$ cat src/rtl/sc_hazard_unit_if.sv
// sc_hazard_unit_if: signal bundle between the ID/EX pipeline logic and the hazard unit.
//
// master modport: pipeline side. It drives the ID/EX decode fields and the enable strobe,
//                 and receives the selects and stall/flush controls.
// slave modport:  hazard unit side (sc_hazard_unit).
//
// Signals
//   i_enable         pipeline advance strobe (debug step/run)
//   i_id_rs/rt       source register addresses of the instruction in ID
//   i_id_uses_rs/rt  ID instruction actually reads rs / rt
//   i_id_halt        ID instruction is HALT
//   i_ex_wb_addr     destination register of the instruction in EX
//   i_ex_reg_write   EX instruction writes the register file
//   i_ex_mem_read    EX instruction is a load
//   o_sc_src_a/b     EX source mux selects: 00 bus, 01 WB result, 10 MEM-stage ALU result
//   o_stall_pc       hold PC
//   o_stall_if_id    hold IF/ID
//   o_flush_id_ex    load a bubble into ID/EX
//   o_halted         pipeline drained and stopped
interface sc_hazard_unit_if #(
  parameter int unsigned REG_ADDR_SIZE = 5
) ();

  logic                     i_enable;
  logic [REG_ADDR_SIZE-1:0] i_id_rs;
  logic [REG_ADDR_SIZE-1:0] i_id_rt;
  logic                     i_id_uses_rs;
  logic                     i_id_uses_rt;
  logic                     i_id_halt;
  logic [REG_ADDR_SIZE-1:0] i_ex_wb_addr;
  logic                     i_ex_reg_write;
  logic                     i_ex_mem_read;
  logic [1:0]               o_sc_src_a;
  logic [1:0]               o_sc_src_b;
  logic                     o_stall_pc;
  logic                     o_stall_if_id;
  logic                     o_flush_id_ex;
  logic                     o_halted;

  modport master (
    output i_enable,
    output i_id_rs,
    output i_id_rt,
    output i_id_uses_rs,
    output i_id_uses_rt,
    output i_id_halt,
    output i_ex_wb_addr,
    output i_ex_reg_write,
    output i_ex_mem_read,
    input  o_sc_src_a,
    input  o_sc_src_b,
    input  o_stall_pc,
    input  o_stall_if_id,
    input  o_flush_id_ex,
    input  o_halted
  );

  modport slave (
    input  i_enable,
    input  i_id_rs,
    input  i_id_rt,
    input  i_id_uses_rs,
    input  i_id_uses_rt,
    input  i_id_halt,
    input  i_ex_wb_addr,
    input  i_ex_reg_write,
    input  i_ex_mem_read,
    output o_sc_src_a,
    output o_sc_src_b,
    output o_stall_pc,
    output o_stall_if_id,
    output o_flush_id_ex,
    output o_halted
  );

endinterface

$ cat src/rtl/sc_hazard_unit.sv
// sc_hazard_unit: hazard/forwarding controller for the MIPS execute stage.
//
// Keeps a small scoreboard of the writers in MEM and WB, produces registered short-circuit
// selects for the EX source muxes, detects load-use hazards (stall PC and IF/ID, flush ID/EX)
// and sequences a HALT by draining EX, MEM and WB before raising o_halted.
//
// Ports
//   i_clk    clock, rising edge
//   i_reset  synchronous, active-high reset
//   bus      sc_hazard_unit_if.slave; see the interface file for the signal list
//
// Build option
//   SC_HAZARD_FORWARD_EN  defined:   MEM/WB forwarding, only load-use stalls.
//                         undefined: selects tied to 00; any used ID operand that matches the
//                                    EX or MEM writer stalls (WB is covered by write-before-read
//                                    in the register file).
module sc_hazard_unit #(
  parameter int unsigned REG_ADDR_SIZE = 5,
  parameter int unsigned DRAIN_CYCLES  = 3
) (
  input  logic             i_clk,
  input  logic             i_reset,
  sc_hazard_unit_if.slave  bus
);

  localparam int unsigned CntW = (DRAIN_CYCLES > 1) ? $clog2(DRAIN_CYCLES) : 1;
  localparam logic [CntW-1:0] DrainLoad = CntW'(DRAIN_CYCLES - 1);

  typedef enum logic [1:0] {
    StRun,
    StDrain,
    StHalted
  } state_e;

  typedef logic [REG_ADDR_SIZE-1:0] addr_t;

  // Register 0 is hard-wired: it never forwards and never stalls.
  function automatic logic writer_match(input logic wr, input addr_t waddr, input addr_t r);
    return wr && (waddr != '0) && (waddr == r);
  endfunction

  // ---------------------------------------------------------------------------
  // Scoreboard: destination of the instructions now in MEM and WB
  // ---------------------------------------------------------------------------
  addr_t mem_addr_q, wb_addr_q;
  logic  mem_valid_q, wb_valid_q;

  // ---------------------------------------------------------------------------
  // Hazard detection
  // ---------------------------------------------------------------------------
  logic ex_hit_rs, ex_hit_rt, mem_hit_rs, mem_hit_rt;
  logic load_use;
  logic hazard;

  always_comb begin
    ex_hit_rs  = bus.i_id_uses_rs &
                 writer_match(bus.i_ex_reg_write, bus.i_ex_wb_addr, bus.i_id_rs);
    ex_hit_rt  = bus.i_id_uses_rt &
                 writer_match(bus.i_ex_reg_write, bus.i_ex_wb_addr, bus.i_id_rt);
    mem_hit_rs = bus.i_id_uses_rs & writer_match(mem_valid_q, mem_addr_q, bus.i_id_rs);
    mem_hit_rt = bus.i_id_uses_rt & writer_match(mem_valid_q, mem_addr_q, bus.i_id_rt);
    load_use   = bus.i_ex_mem_read & (ex_hit_rs | ex_hit_rt);
`ifdef SC_HAZARD_FORWARD_EN
    // ALU results forward; only a load in EX cannot supply its data in time.
    hazard     = load_use;
`else
    hazard     = ex_hit_rs | ex_hit_rt | mem_hit_rs | mem_hit_rt;
`endif
  end

  // ---------------------------------------------------------------------------
  // Halt sequencer
  // ---------------------------------------------------------------------------
  state_e          state_q, state_d;
  logic [CntW-1:0] cnt_q, cnt_d;
  logic            hold;
  logic            halted;

  always_comb begin
    state_d = state_q;
    cnt_d   = cnt_q;
    hold    = 1'b0;
    halted  = 1'b0;
    unique case (state_q)
      StRun: begin
        hold = hazard;
        // A stalled HALT is retaken once the hazard clears.
        if (bus.i_enable && bus.i_id_halt && !hazard) begin
          state_d = StDrain;
          cnt_d   = DrainLoad;
        end
      end
      StDrain: begin
        // HALT itself is turned into a bubble while older instructions retire.
        hold = 1'b1;
        if (bus.i_enable) begin
          if (cnt_q == '0) begin
            state_d = StHalted;
          end else begin
            cnt_d = cnt_q - 1'b1;
          end
        end
      end
      StHalted: begin
        hold   = 1'b1;
        halted = 1'b1;
      end
      default: begin
        state_d = StRun;
        cnt_d   = '0;
      end
    endcase
  end

  always_ff @(posedge i_clk) begin
    if (i_reset) begin
      state_q     <= StRun;
      cnt_q       <= '0;
      mem_addr_q  <= '0;
      mem_valid_q <= 1'b0;
      wb_addr_q   <= '0;
      wb_valid_q  <= 1'b0;
    end else if (bus.i_enable) begin
      state_q     <= state_d;
      cnt_q       <= cnt_d;
      // EX fields are captured even under a flush: they belong to the real EX instruction.
      mem_addr_q  <= bus.i_ex_wb_addr;
      mem_valid_q <= bus.i_ex_reg_write;
      wb_addr_q   <= mem_addr_q;
      wb_valid_q  <= mem_valid_q;
    end
  end

  assign bus.o_stall_pc    = hold;
  assign bus.o_stall_if_id = hold;
  assign bus.o_flush_id_ex = hold;
  assign bus.o_halted      = halted;

  // ---------------------------------------------------------------------------
  // Short-circuit selects
  // ---------------------------------------------------------------------------
`ifdef SC_HAZARD_FORWARD_EN
  logic [1:0] sel_a_q, sel_a_d, sel_b_q, sel_b_d;

  // Evaluated for the ID instruction; the writer now in EX is in MEM when it reaches EX.
  always_comb begin
    sel_a_d = ex_hit_rs ? 2'b10 : (mem_hit_rs ? 2'b01 : 2'b00);
    sel_b_d = ex_hit_rt ? 2'b10 : (mem_hit_rt ? 2'b01 : 2'b00);
    if (hold) begin
      sel_a_d = 2'b00;
      sel_b_d = 2'b00;
    end
  end

  always_ff @(posedge i_clk) begin
    if (i_reset) begin
      sel_a_q <= 2'b00;
      sel_b_q <= 2'b00;
    end else if (bus.i_enable) begin
      sel_a_q <= sel_a_d;
      sel_b_q <= sel_b_d;
    end
  end

  assign bus.o_sc_src_a = sel_a_q;
  assign bus.o_sc_src_b = sel_b_q;

  // WB entry is kept for debug visibility only.
  logic unused_sink;
  assign unused_sink = ^{wb_addr_q, wb_valid_q};
`else
  assign bus.o_sc_src_a = 2'b00;
  assign bus.o_sc_src_b = 2'b00;

  // WB entry is kept for debug visibility only; load_use is subsumed by hazard.
  logic unused_sink;
  assign unused_sink = ^{wb_addr_q, wb_valid_q, load_use};
`endif

endmodule

$ cat src/flat_wrapper.sv
// flat-port wrapper written by rule: the top's interface ports become plain ports
module sc_hazard_unit_flat 
#(
  parameter int unsigned REG_ADDR_SIZE = 5,
  parameter int unsigned DRAIN_CYCLES  = 3
)
  (i_clk, i_reset, bus_i_enable, bus_i_id_rs, bus_i_id_rt, bus_i_id_uses_rs, bus_i_id_uses_rt, bus_i_id_halt, bus_i_ex_wb_addr, bus_i_ex_reg_write, bus_i_ex_mem_read, bus_o_sc_src_a, bus_o_sc_src_b, bus_o_stall_pc, bus_o_stall_if_id, bus_o_flush_id_ex, bus_o_halted);
  sc_hazard_unit_if #(.REG_ADDR_SIZE(REG_ADDR_SIZE)) bus_i ();
  input  logic i_clk;
  input  logic i_reset;
  input wire logic [$bits(bus_i.i_enable)-1:0] bus_i_enable;
  input wire logic [$bits(bus_i.i_id_rs)-1:0] bus_i_id_rs;
  input wire logic [$bits(bus_i.i_id_rt)-1:0] bus_i_id_rt;
  input wire logic [$bits(bus_i.i_id_uses_rs)-1:0] bus_i_id_uses_rs;
  input wire logic [$bits(bus_i.i_id_uses_rt)-1:0] bus_i_id_uses_rt;
  input wire logic [$bits(bus_i.i_id_halt)-1:0] bus_i_id_halt;
  input wire logic [$bits(bus_i.i_ex_wb_addr)-1:0] bus_i_ex_wb_addr;
  input wire logic [$bits(bus_i.i_ex_reg_write)-1:0] bus_i_ex_reg_write;
  input wire logic [$bits(bus_i.i_ex_mem_read)-1:0] bus_i_ex_mem_read;
  output wire logic [$bits(bus_i.o_sc_src_a)-1:0] bus_o_sc_src_a;
  output wire logic [$bits(bus_i.o_sc_src_b)-1:0] bus_o_sc_src_b;
  output wire logic [$bits(bus_i.o_stall_pc)-1:0] bus_o_stall_pc;
  output wire logic [$bits(bus_i.o_stall_if_id)-1:0] bus_o_stall_if_id;
  output wire logic [$bits(bus_i.o_flush_id_ex)-1:0] bus_o_flush_id_ex;
  output wire logic [$bits(bus_i.o_halted)-1:0] bus_o_halted;
  assign bus_i.i_enable = bus_i_enable;
  assign bus_i.i_id_rs = bus_i_id_rs;
  assign bus_i.i_id_rt = bus_i_id_rt;
  assign bus_i.i_id_uses_rs = bus_i_id_uses_rs;
  assign bus_i.i_id_uses_rt = bus_i_id_uses_rt;
  assign bus_i.i_id_halt = bus_i_id_halt;
  assign bus_i.i_ex_wb_addr = bus_i_ex_wb_addr;
  assign bus_i.i_ex_reg_write = bus_i_ex_reg_write;
  assign bus_i.i_ex_mem_read = bus_i_ex_mem_read;
  assign bus_o_sc_src_a = bus_i.o_sc_src_a;
  assign bus_o_sc_src_b = bus_i.o_sc_src_b;
  assign bus_o_stall_pc = bus_i.o_stall_pc;
  assign bus_o_stall_if_id = bus_i.o_stall_if_id;
  assign bus_o_flush_id_ex = bus_i.o_flush_id_ex;
  assign bus_o_halted = bus_i.o_halted;
  sc_hazard_unit #(.REG_ADDR_SIZE(REG_ADDR_SIZE), .DRAIN_CYCLES(DRAIN_CYCLES)) u_core (.i_clk(i_clk), .i_reset(i_reset), .bus(bus_i));
endmodule
$ cat config.mk
export PLATFORM = sky130hd
export DESIGN_NAME = sc_hazard_unit_flat
export DESIGN_NICKNAME = d
export VERILOG_FILES = /design/src/rtl/sc_hazard_unit_if.sv /design/src/rtl/sc_hazard_unit.sv /design/src/flat_wrapper.sv
export SDC_FILE = /design/constraint.sdc
export NUM_CORES = 1
export LEC_CHECK = 0
export ABC_AREA = 1
export CAP_MARGIN = 20
export CORE_UTILIZATION = 54
export CTS_CLUSTER_SIZE = 10
export DETAILED_ROUTE_END_ITERATION = 7
export DONT_BUFFER_PORTS = 1
export PLACE_DENSITY = 0.78
export SLEW_MARGIN = 20
export SYNTH_ARGS = -nofsm -noshare
export SYNTH_HDL_FRONTEND = slang
export SYNTH_SLANG_ARGS = --single-unit
$ cat constraint.sdc
create_clock -name i_clk -period 1.3 [get_ports i_clk]
set_input_delay 0.13 -clock i_clk [delete_from_list [all_inputs] [get_ports i_clk]]
set_output_delay 0.13 -clock i_clk [all_outputs]
set_load 0.01 [all_outputs]
Word level (Yosys, flattened, before mapping)

Index checks and enable logic that the tools add are counted.
W data, S select, Z words.

Register bits: 10
Bits of input ports: 23
Logic and storage cells: 46

Add/sub/neg operators: 1
Equality and inequality tests: 9
Multiplexer cells: 8
Bitwise gates (word level): 8
Reduce and logical (&&, ||, !) cells: 16

Operators by type and width:

| kind                  | number |
|---|---|
| $eq A5 B5 Y1          | 4 |
| $pmux W2 S3           | 2 |
| $reduce_bool A5 Y1    | 2 |
| $logic_and A1 B1 Y1   | 8 |
| $mux W2               | 4 |
| $reduce_and A4 Y1     | 2 |
| $and A1 B1 Y1         | 4 |
| $logic_not A2 Y1      | 2 |
| $ne A2 B1 Y1 const B  | 2 |
| $or A1 B1 Y1          | 3 |
| $eq A2 B1 Y1 const B  | 1 |
| $eq A2 B2 Y1 const B  | 1 |
| $ne A2 B2 Y1 const B  | 1 |
| $pmux W1 S2           | 1 |
| $reduce_or A2 Y1      | 1 |
| $sub A2 B1 Y2 const B | 1 |
| $logic_not A1 Y1      | 1 |
| $mux W1               | 1 |
| $not A1 Y1            | 1 |

Depth between registers and ports, before layout

Word-level depth: 11
Mapped depth: 14
Gate-level depth less buffers: 14

Least setup slack after synthesis

OpenSTA, ideal clock, no wires.

Path kind: register to output
Start point: register u_core.mem_addr_q[2]
End point: output bus_o_stall_if_id
Arrival time: 1.394 ns
Data required time: 1.170 ns
Slack: -0.224 ns
Cell stages (with the launch flop): 12
Path through: dfxtp_1 nor2_1 nand3_1 nand2_1 nor2_1 nand2_1 nand2_1 nand2_2 nand2_2 nand2_2 a21oi_1 buf_4

Word-level cells in the longest chain between the ends: 7
Elaborated cells on any way between the ends: 11

Ends and longest elaborated chain:

| what                             | line                  | RTL |
|---|---|---|
| start: declaration               | sc_hazard_unit.sv:45  | `addr_t mem_addr_q, wb_addr_q;` |
| start signal: assignment         | sc_hazard_unit.sv:127 | `mem_addr_q <= bus.i_ex_wb_addr;` |
| $reduce_bool A5 Y1               | sc_hazard_unit.sv:39  | `return wr && (waddr != '0) && (waddr == r);` |
| $logic_and A1 B1 Y1 (2 in a row) | sc_hazard_unit.sv:39  |  |
| $and A1 B1 Y1                    | sc_hazard_unit.sv:60  | `mem_hit_rs = bus.i_id_uses_rs & writer_match(mem_valid_q, mem_addr_q, bus.i_id_rs);` |
| $or A1 B1 Y1                     | sc_hazard_unit.sv:67  | `hazard = ex_hit_rs \| ex_hit_rt \| mem_hit_rs \| mem_hit_rt;` |
| $or A1 B1 Y1 (*)                 | sc_hazard_unit.sv:67  |  |
| $pmux W1 S2 (*)                  | sc_hazard_unit.sv:84  | `unique case (state_q)` |
| end: declaration                 | flat_wrapper.sv:23    | `output wire logic [$bits(bus_i.o_stall_if_id)-1:0] bus_o_stall_if_id;` |

Every way passes the cells marked *; elsewhere a longest branch is shown, timed or not.

Final worst setup path

Start point: register u_core.mem_addr_q[1]
End point: output bus_o_flush_id_ex

Word-level cells in the longest chain between the ends: 7
Elaborated cells on any way between the ends: 11

Ends and longest elaborated chain:

| what                             | line                 | RTL |
|---|---|---|
| $reduce_bool A5 Y1               | sc_hazard_unit.sv:39 |  |
| $logic_and A1 B1 Y1 (2 in a row) | sc_hazard_unit.sv:39 |  |
| $and A1 B1 Y1                    | sc_hazard_unit.sv:60 |  |
| $or A1 B1 Y1                     | sc_hazard_unit.sv:67 |  |
| $or A1 B1 Y1 (*)                 | sc_hazard_unit.sv:67 |  |
| $pmux W1 S2 (*)                  | sc_hazard_unit.sv:84 |  |
| end: declaration                 | flat_wrapper.sv:24   | `output wire logic [$bits(bus_i.o_flush_id_ex)-1:0] bus_o_flush_id_ex;` |

Marked as above.

==> impl_metrics.env <==
export IMPL_status="complete, but fails checks"
export IMPL_violations="DRC, setup timing"
export IMPL_top_level_ports=31
export IMPL_area_growth_pct=18.1
export IMPL_yosysMostFrequentCell="nand2_1"
export IMPL_root_buffer="clkbuf_4"
export IMPL_fin_crit_ns=1.70
export IMPL_grt_pass1_wl_um=3620
export IMPL_wl_met2_um=1070
export IMPL_vias=978
export IMPL_clock_latency_ns=0.27
export IMPL_synthTopCellsByCount="40 x nand2_1, 23 x inv_1, 19 x nor2_1"
export IMPL_setup_viol=7
export IMPL_ys_warnings_count=0
export IMPL_cts_tree="done"
export IMPL_antennaDiodeCount=0
export IMPL_holdPathStages=2
export IMPL_grt_max_degree=11
export IMPL_period_share_pct=131
export IMPL_top_layer_used="met4"
export IMPL_end_kind="output pin"
export IMPL_fmax_ghz=0.587
export IMPL_yosysTopAreaCell="dfxtp_1"
export IMPL_synth_top_cell_area_share_pct=21.1
export IMPL_synth_seq_cells=10
export IMPL_cp_start_kind="flop"
export IMPL_die_area_um2=1930
export IMPL_fp_dieH_um=43.9
export IMPL_wire_per_inst_um=12.0
export IMPL_cp_cell_sequence="inv_2 -> nand2_1 -> nand2_1 -> nand2_1 -> nor2_1 -> nand3_1 -> nand2_1 -> nand2_2 -> nand2_2 -> nand2_4 -> a21oi_4"
export IMPL_crit_type="flop to output pin"
export IMPL_dp_slack_ns=-0.109
export IMPL_place_congestion=0.796
export IMPL_ff2ff_path_depth=14
export IMPL_whs_ns=0.0132
export IMPL_vdd_drop_max_mv=0.839
export IMPL_synth_edff_count=0
export IMPL_p_leak_uw=0.000594
export IMPL_synth_cells=159
export IMPL_drt_first_pass_iters=8
export IMPL_drive_above_1_share_pct=26.2
export IMPL_slew_viol_final=0
export IMPL_seq_area_frac_synth_pct=21.1
export IMPL_syn_area_um2=947
export IMPL_antenna_found_initial=0
export IMPL_cts_clk_slew_worst_paths_ns=0.07
export IMPL_dpl_instance_area_um2=991
export IMPL_drtAntennaViolNets=0
export IMPL_async_flop_share_pct=0
export IMPL_drc=1
export IMPL_ys_types=22
export IMPL_io_buffers=0
export IMPL_grt_use_total_pct=26.1
export IMPL_wl_met3_um=197
export IMPL_overflow=0
export IMPL_nNetsFinal=201
export IMPL_wirelength_um=2250
export IMPL_crit_slowest_cell="dfxtp_4"
export IMPL_viasPerCell=5.20
export IMPL_grt_pass1_vias=869
export IMPL_clockBufferDepth=2
export IMPL_crit_arrival_ns=1.57
export IMPL_cap_violations=0
export IMPL_critPathRequiredTime_ns=1.17
export IMPL_drt_met1_wl_um=952
export IMPL_grt_setup_unrepaired="yes"
export IMPL_critPathMaxFanout=4
export IMPL_htreeDepth=1
export IMPL_hp_class="primary input to flop"
export IMPL_die_w_um=43.9
export IMPL_final_setup_worst_slack_ns=-0.403
export IMPL_crit_family="simple AND/OR/NAND/NOR gates"
export IMPL_path_common_cell="nand2_1"
export IMPL_finish_instance_area_um2=1120
export IMPL_postSynthAreaPerCell_um2=5.96
export IMPL_hpwl_um=1590
export IMPL_drt_iter0_drc=22
export IMPL_power_density_nw_per_um2=974
export IMPL_ys_top_cells_by_area="dfxtp_1 21%, nand2_1 16%, inv_1 9.1%, nor2_1 7.5%, ha_1 6.6%"
export IMPL_cp_num_cells=11
export IMPL_hold_violations=0
export IMPL_rows=14
export IMPL_path_buf_inv=1
export IMPL_fin_worst_skew_ns=0.00673
export IMPL_numCtsBuffers=3
export IMPL_coreArea_um2=1580
export IMPL_setup_tns_ns=-2.35
export IMPL_initial_utilization_pct=60.1
export IMPL_ys_flop_type="dfxtp_1"
export IMPL_critical_path_max_stage_delay_ns=0.37
export IMPL_cts_sinks=10
cells by family (layout without fill, tap and decap cells):
family | Yosys count | after routing | synth area share, %
fa+ha+maj | 5 | 5 | 6.61
buf+inv | 37 | 47 | 17.2
flops | 10 | 10 | 21.1
compound gates | 23 | 23 | 13.7
xor+xnor | 8 | 8 | 7.40
simple gates | 75 | 75 | 33.6
other cells | 1 | 4 | 0.396
sequential cells by signal, indices dropped and copies added (netlist names):
register,count
u_core.cnt_q,2
u_core.mem_addr_q,5
u_core.mem_valid_q,1
u_core.state_q,2
worst reg2reg max path, cell delays in order, from the launching register on:
cell,delay (ns)
dfxtp_4,0.37
inv_2,0.06
nand2_1,0.04
nand2_1,0.06
nand2_1,0.06
nor2_1,0.09
nand3_1,0.07
nand2_1,0.09
nand2_2,0.07
buf_4,0.13
buf_4,0.12
nand3_2,0.07
nand2_2,0.10
a21oi_2,0.16
nor2_1,0.05
cells in the final DEF (no fill, tap or decap), types with 4 or more instances in the layout:
master   netlist  layout
ha_1           5       4
inv_2          4       7
nor2_1        19      19
nand2_2        5       6
dfxtp_1       10       4
conb_1         1       4
buf_4          6      12
nand2_1       40      38
inv_1         23      20
xor2_1         6       6
a21oi_2        2       4
a21oi_1        8       5
o21ai_0       11      11
nand3_1        6       6
power breakdown:
part | internal (uW) | switching (uW)
clock network | 170 | 113
registers | 341 | 27.2
logic | 184 | 255
total | 694 | 395
worst paths after layout:
kind,from,to,slack (ns)
max,u_core.mem_addr_q[1]$_SDFFE_PP0P_,bus_o_flush_id_ex,-0.40
min,bus_i_enable,u_core.mem_addr_q[1]$_SDFFE_PP0P_,0.01
max reg2reg,u_core.mem_addr_q[1]$_SDFFE_PP0P_,u_core.state_q[1]$_SDFFE_PP0P_,-0.32
min reg2reg,u_core.cnt_q[1]$_SDFFE_PP0P_,u_core.cnt_q[1]$_SDFFE_PP0P_,0.47
per-layer routing:
metal / global-route usage [%] / up-vias
met2: 44.2 / 38
li1: - / 500
met1: 30.8 / 436
met5: 0 / -
met3: 8.33 / 4
met4: 9.70 / 0
what timing repair did:
action / 4_1_cts / 5_1_grt
setup endpoints to repair: 7 / 8
pin swaps: 5 / 8
hold buffers: 1 / 0
resized for setup: 7 / 6
setup buffers: 4 / 2
endpoints found under the hold margin: 4 / 0
stage by stage:
stage               util [%]  power [uW]  instances
finish                  71.0        1090        188
global placement        62.9         747        177
CTS                     69.4        1070        186
global route            71.0        1170        188
detailed placement      62.9         755        177
floorplan                  -         723        162
cell type report:
| cell class | instances | area (um^2) |
|---|---|---|
| flip-flops and latches | 10 | 215 |
| inverters | 30 | 113 |
| clock buffers | 4 | 36.3 |
| multi-input cells | 115 | 634 |
| well taps | 16 | 20.0 |
| fillers | 131 | 458 |
| repair buffers | 13 | 100 |
(Power assumes the default switching activity.)
